<file path="config.mk">
export PLATFORM = sky130hd
export DESIGN_NAME = fifo_uart_readout
export DESIGN_NICKNAME = d
export VERILOG_FILES = /design/src/rtl/fifo_uart_pkg.sv /design/src/rtl/fifo_uart_readout_uart_tx.sv /design/src/rtl/fifo_uart_readout.sv
export SDC_FILE = /design/constraint.sdc
export NUM_CORES = 1
export LEC_CHECK = 0
export CAP_MARGIN = 20
export CORE_MARGIN = 2
export CORE_UTILIZATION = 51
export DETAILED_ROUTE_END_ITERATION = 6
export PLACE_DENSITY = 0.84
export SLEW_MARGIN = 20
export SYNTH_ARGS = -nofsm -noshare
export SYNTH_HDL_FRONTEND = slang
export SYNTH_SLANG_ARGS = --single-unit
</file>
<file path="constraint.sdc">
create_clock -name Rclk -period 5.9 [get_ports Rclk]
set_input_delay 0.885 -clock Rclk [delete_from_list [all_inputs] [get_ports Rclk]]
set_output_delay 0.885 -clock Rclk [all_outputs]
set_load 0.02 [all_outputs]
</file>
<file path="src/rtl/fifo_uart_pkg.sv">
// Shared definitions for the FIFO-to-UART readout block.
// Holds the FSM state encoding, the default sync byte and the frame geometry.
package fifo_uart_pkg;

  localparam logic [1:0] ST_IDLE      = 2'd0;
  localparam logic [1:0] ST_SEND_HDR  = 2'd1;
  localparam logic [1:0] ST_SEND_BYTE = 2'd2;

  localparam logic [7:0]  HEADER_BYTE_DEF = 8'hA5;
  localparam int unsigned FRAME_BYTES     = 5;
  localparam int unsigned BITS_PER_BYTE   = 10;

  function automatic logic [7:0] word_byte(input logic [31:0] word, input logic [1:0] idx);
    return word[8*idx +: 8];
  endfunction

endpackage

</file>
<file path="src/rtl/fifo_uart_readout_uart_tx.sv">
// 8N1 UART transmitter, LSB first, idle high.
// done marks the last cycle of the stop bit; a start in that cycle chains the next byte with no gap.
module uart_tx #(
  parameter int unsigned CLKS_PER_BIT = 868
) (
  input  logic       Rclk,
  input  logic       rst,
  input  logic       start,
  input  logic [7:0] data,
  output logic       tx,
  output logic       done
);

  logic [15:0] baud_q, baud_d;
  logic [3:0]  bit_q, bit_d;
  logic [7:0]  data_q, data_d;
  logic        tx_q, tx_d;
  logic        active_q, active_d;
  logic        bit_end;

  assign bit_end = active_q && (baud_q == 16'(CLKS_PER_BIT - 1));
  assign done    = bit_end && (bit_q == 4'd9);
  assign tx      = tx_q;

  // bit_q counts line bits: 0 = start, 1..8 = data, 9 = stop.
  always_comb begin
    baud_d   = baud_q;
    bit_d    = bit_q;
    data_d   = data_q;
    tx_d     = tx_q;
    active_d = active_q;
    if (start && (!active_q || done)) begin
      active_d = 1'b1;
      tx_d     = 1'b0;
      data_d   = data;
      bit_d    = 4'd0;
      baud_d   = 16'd0;
    end else if (active_q) begin
      if (bit_end) begin
        baud_d = 16'd0;
        if (bit_q == 4'd9) begin
          active_d = 1'b0;
          tx_d     = 1'b1;
          bit_d    = 4'd0;
        end else begin
          bit_d = bit_q + 4'd1;
          tx_d  = (bit_q == 4'd8) ? 1'b1 : data_q[bit_q[2:0]];
        end
      end else begin
        baud_d = baud_q + 16'd1;
      end
    end
  end

  always_ff @(posedge Rclk) begin
    if (!rst) begin
      baud_q   <= 16'd0;
      bit_q    <= 4'd0;
      data_q   <= 8'd0;
      tx_q     <= 1'b1;
      active_q <= 1'b0;
    end else begin
      baud_q   <= baud_d;
      bit_q    <= bit_d;
      data_q   <= data_d;
      tx_q     <= tx_d;
      active_q <= active_d;
    end
  end

endmodule

</file>
<file path="src/rtl/fifo_uart_readout.sv">
// Pops 32-bit words from a first-word-fall-through FIFO and sends each one
// over UART as a 5-byte frame: HEADER_BYTE then the word, MSB byte first.
module fifo_uart_readout
  import fifo_uart_pkg::*;
#(
  parameter int unsigned CLKS_PER_BIT = 868,
  parameter logic [7:0]  HEADER_BYTE  = HEADER_BYTE_DEF
) (
  input  logic        Rclk,
  input  logic        rst,
  input  logic        enable,
  input  logic [31:0] fifo_data,
  input  logic        fifo_empty,
  input  logic        fifo_readERR,
  output logic        ReadEN,
  output logic        uart_tx,
  output logic        busy,
  output logic [15:0] frame_count,
  output logic        rd_error
);

  logic [1:0]  state_q, state_d;
  logic [1:0]  idx_q, idx_d;
  logic [31:0] word_q, word_d;
  logic [15:0] frame_cnt_q, frame_cnt_d;
  logic        rd_err_q, rd_err_d;
  logic        capture;
  logic        tx_start;
  logic [7:0]  tx_data;
  logic        tx_done;

  // FIFO handshake: the FIFO presents fifo_data whenever fifo_empty is low;
  // a pop happens only in a cycle where ReadEN is high, and ReadEN is only
  // raised in IDLE with enable high, the FIFO non-empty and reset released.
  assign capture = rst && (state_q == ST_IDLE) && enable && !fifo_empty;
  assign ReadEN  = capture;
  assign busy    = (state_q != ST_IDLE);

  always_comb begin
    state_d     = state_q;
    idx_d       = idx_q;
    word_d      = word_q;
    frame_cnt_d = frame_cnt_q;
    tx_start    = 1'b0;
    tx_data     = HEADER_BYTE;
    case (state_q)
      ST_IDLE: begin
        if (capture) begin
          word_d   = fifo_data;
          state_d  = ST_SEND_HDR;
          tx_start = 1'b1;
          tx_data  = HEADER_BYTE;
        end
      end
      ST_SEND_HDR: begin
        if (tx_done) begin
          state_d  = ST_SEND_BYTE;
          idx_d    = 2'd3;
          tx_start = 1'b1;
          tx_data  = word_byte(word_q, 2'd3);
        end
      end
      ST_SEND_BYTE: begin
        if (tx_done) begin
          if (idx_q == 2'd0) begin
            state_d     = ST_IDLE;
            idx_d       = 2'd3;
            frame_cnt_d = frame_cnt_q + 16'd1;
          end else begin
            idx_d    = idx_q - 2'd1;
            tx_start = 1'b1;
            tx_data  = word_byte(word_q, idx_q - 2'd1);
          end
        end
      end
      default: state_d = ST_IDLE;
    endcase
    rd_err_d = rd_err_q | fifo_readERR;
  end

  always_ff @(posedge Rclk) begin
    if (!rst) begin
      state_q     <= ST_IDLE;
      idx_q       <= 2'd3;
      word_q      <= 32'd0;
      frame_cnt_q <= 16'd0;
      rd_err_q    <= 1'b0;
    end else begin
      state_q     <= state_d;
      idx_q       <= idx_d;
      word_q      <= word_d;
      frame_cnt_q <= frame_cnt_d;
      rd_err_q    <= rd_err_d;
    end
  end

  assign frame_count = frame_cnt_q;
  assign rd_error    = rd_err_q;

  uart_tx #(
    .CLKS_PER_BIT(CLKS_PER_BIT)
  ) u_uart_tx (
    .Rclk  (Rclk),
    .rst   (rst),
    .start (tx_start),
    .data  (tx_data),
    .tx    (uart_tx),
    .done  (tx_done)
  );

endmodule

</file>
==> impl_metrics.ini <==
[setup_path]
crit_end = ReadEN
crit_fanout = 48
reg2reg_from = idx_q[0]
arrival_ns = 2.91
cp-start-kind = input port
startpoint = rst
r2r_cells = 7
required_ns = 5.02
critPathKind = in -> out
r2r-end = u_uart_tx.data_q[5]
reg2reg_slack_ns = 3.32
critPathCaptureType = output pin

[power_and_ir_drop]
leakage_nw = 1.91
p_int_mw = 0.830
power_frac_seq_pct = 53.8
peakVddDrop_uv = 113
power.switching_mw = 0.280
swShare_pct = 25.2
pwr-share-clk_pct = 35.5
power_mw = 1.11
pwr_density_cell_nw_per_um2 = 231
power_frac_comb_pct = 10.7

[synth]
synthSimpleGateAreaFrac_pct = 31.0
synth_edf_count = 0
syn_area_um2 = 4040
synth_top_family_by_area = simple AND/OR/NAND/NOR gates
synth-compound-area-share_pct = 9.61
synthArstFlopShare_pct = 0
synthAdderAreaFrac_pct = 2.48
synth.ff_latch_count = 83
yosys.area.top_type_share_pct = 41.2
synth.area.mux_share_pct = 6.60
yosys_warnings = 0
synth_xor_area_share_pct = 4.56
synth_area_leaders = dfxtp_1 41%, nand2_1 8.3%, nand3_1 5.7%
synth_top_area_cell = dfxtp_1
ys_seq_area_share_pct = 41.2
syn_avg_cell_area_um2 = 8.80
syn_inst = 459
syn-num-nets = 504
synth.distinct_cells = 57
synth_ff_type = dfxtp_1

[die]
core_area_um2 = 7690
die_h_um = 93.0
die-area_um2 = 8640
rows = 32
start_util_pct = 52.5
pin_count = 57
die_w_um = 93.0

[sta]
rsz0062_at_grt = no
slew_violations = 0
slew_headroom_pct = 36.6
clock.fmax_mhz = 263
hold_viol_final = 0
worst_slack_ns = 2.10
whs_ns = 0.461
finalCriticalPeriod_ns = 3.80
tightest_slew_ns = 0.949
clock_skew_ns = 0.0113
fin_tns_setup_ns = 0
setup_violations = 0
post-route-period-util_pct = 64.3

[grt]
grt_pass1_wl_mm = 15.4
first_global_vias = 3413
grt_max_degree = 49
grt_antenna_before_repair = 0
grt_usage_pct = 21.9
grt.overflow.total = 0

[final_layout]
num-nets-final = 546
drive_above_1_share_pct = 8.51
antennaDiodeCount = 0
area_delta_synth_final_pct = 19.1
layout_common_cells = 89 x nand2_1, 83 x dfxtp_1, 56 x clkdlybuf4s50_1
final_core_util_pct = 62.5
final_common_cell = nand2_1

[route]
drc_errors = 0
drt_first_pass_iters = 5
ant_nets = 0
routed_wl_mm = 8.95
drt_iter0_markers = 180
vias_per_cell = 5.67
dr_total_vias = 3441
wl_per_cell_um = 14.7

[placed_design]
gp_congestion = 0.925
post-place-ws_ns = 2.12
io_buffers = 56
dp.final_hpwl_mm = 6.33

[flow_run]
cap_violations = 0

[cts]
cts_hold_repair.buffers = 0
htreeDepth = 3
numCtsBuffers = 9
post_cts_resized = 0
cts_tree = yes
cts_sinks = 83
clock-root-buffer = clkbuf_8
clockBufferDepth = 2
clk_pin_slew_ns = 0.08
post_cts_buffers = 0
clock_latency_ns = 0.36

[hold_path]
hp-class = reg -> reg

[status]
status = finished, final reports clean
==> how the worst min path moves through the flow <==
stage / start / endpoint / slack (ns) / cells after the start
after floorplan: word_q[16] / word_q[16] / 0.43 / 2
after global placement: word_q[8] / word_q[8] / 0.44 / 2
after detailed placement: word_q[19] / word_q[19] / 0.45 / 2
after CTS: word_q[19] / word_q[19] / 0.46 / 2
after global routing: word_q[19] / word_q[19] / 0.47 / 2
final: word_q[10] / word_q[10] / 0.46 / 2
==> cell families (layout without fill, tap and decap cells) <==
logic type / after synthesis / after routing
flip-flops: 83 / 83
AO/OA/AOI/OAI: 54 / 54
XOR/XNOR: 21 / 21
AND/OR/NAND/NOR: 237 / 237
adder cells (fa/ha/maj): 8 / 8
multiplexers: 14 / 14
buffers and inverters: 42 / 88
==> power groups by stage <==
stage               clock, mW  sequential (mW)  combinational (mW)
floorplan                   0            0.604              0.0731
global placement            0            0.608               0.114
detailed placement          0            0.610               0.118
CTS                     0.398            0.597               0.119
global route            0.422            0.599               0.131
finish                  0.394            0.597               0.119
==> area by class of cell <==
type	instances	area (µm²)
fillers	671	2880
multi-input cells	334	2200
flip-flops and latches	83	1660
repair buffers	60	591
clock buffers	10	128
well taps	102	128
clock inverters	5	55.1
inverters	13	48.8
==> per-layer routing <==
metal  global-route usage [%]  routed length, µm
met2                     37.1               4410
met1                     27.5               3990
met4                     10.7                223
met5                        0                  0
met3                     3.22                334
==> critical path, cell delays in order <==
cell,delay (ns)
clkdlybuf4s50_1,0.45
buf_4,0.40
nand4b_1,0.15
buf_4,0.27
inv_1,0.12
clkdlybuf4s50_1,0.60
==> stage by stage <==
step	cells	cell area, µm²
2_1_floorplan	459	4040
3_3_place_gp	592	4620
3_5_place_dp	592	4620
4_1_cts	607	4810
5_1_grt	607	4810
6_report	607	4810
==> registers in the layout, indices dropped and copies added (netlist names) <==
name / cells
word_q: 32
frame_count: 16
rd_error: 1
u_uart_tx.active_q: 1
u_uart_tx.bit_q: 4
u_uart_tx.data_q: 8
state_q: 2
idx_q: 2
u_uart_tx.tx: 1
u_uart_tx.baud_q: 16
==> cell usage after synthesis, types with 3 or more instances <==
cell	n
a21oi_1	14
a22oi_1	3
a311oi_1	4
and2_1	3
and3_1	8
and4_1	4
buf_2	7
buf_4	3
clkbuf_1	16
dfxtp_1	83
ha_1	8
inv_1	13
mux2i_1	3
mux4_2	10
nand2_1	89
nand2b_1	3
nand3_1	46
nand4_1	7
nand4_4	3
nor2_1	31
nor2b_1	3
nor3_1	14
nor4_1	3
o2111ai_1	3
o211ai_1	5
o21ai_0	8
o31a_1	3
or3_1	4
or4_1	5
xnor2_1	8
xor2_1	13
No activity file was read; power rests on OpenSTA's default activity.
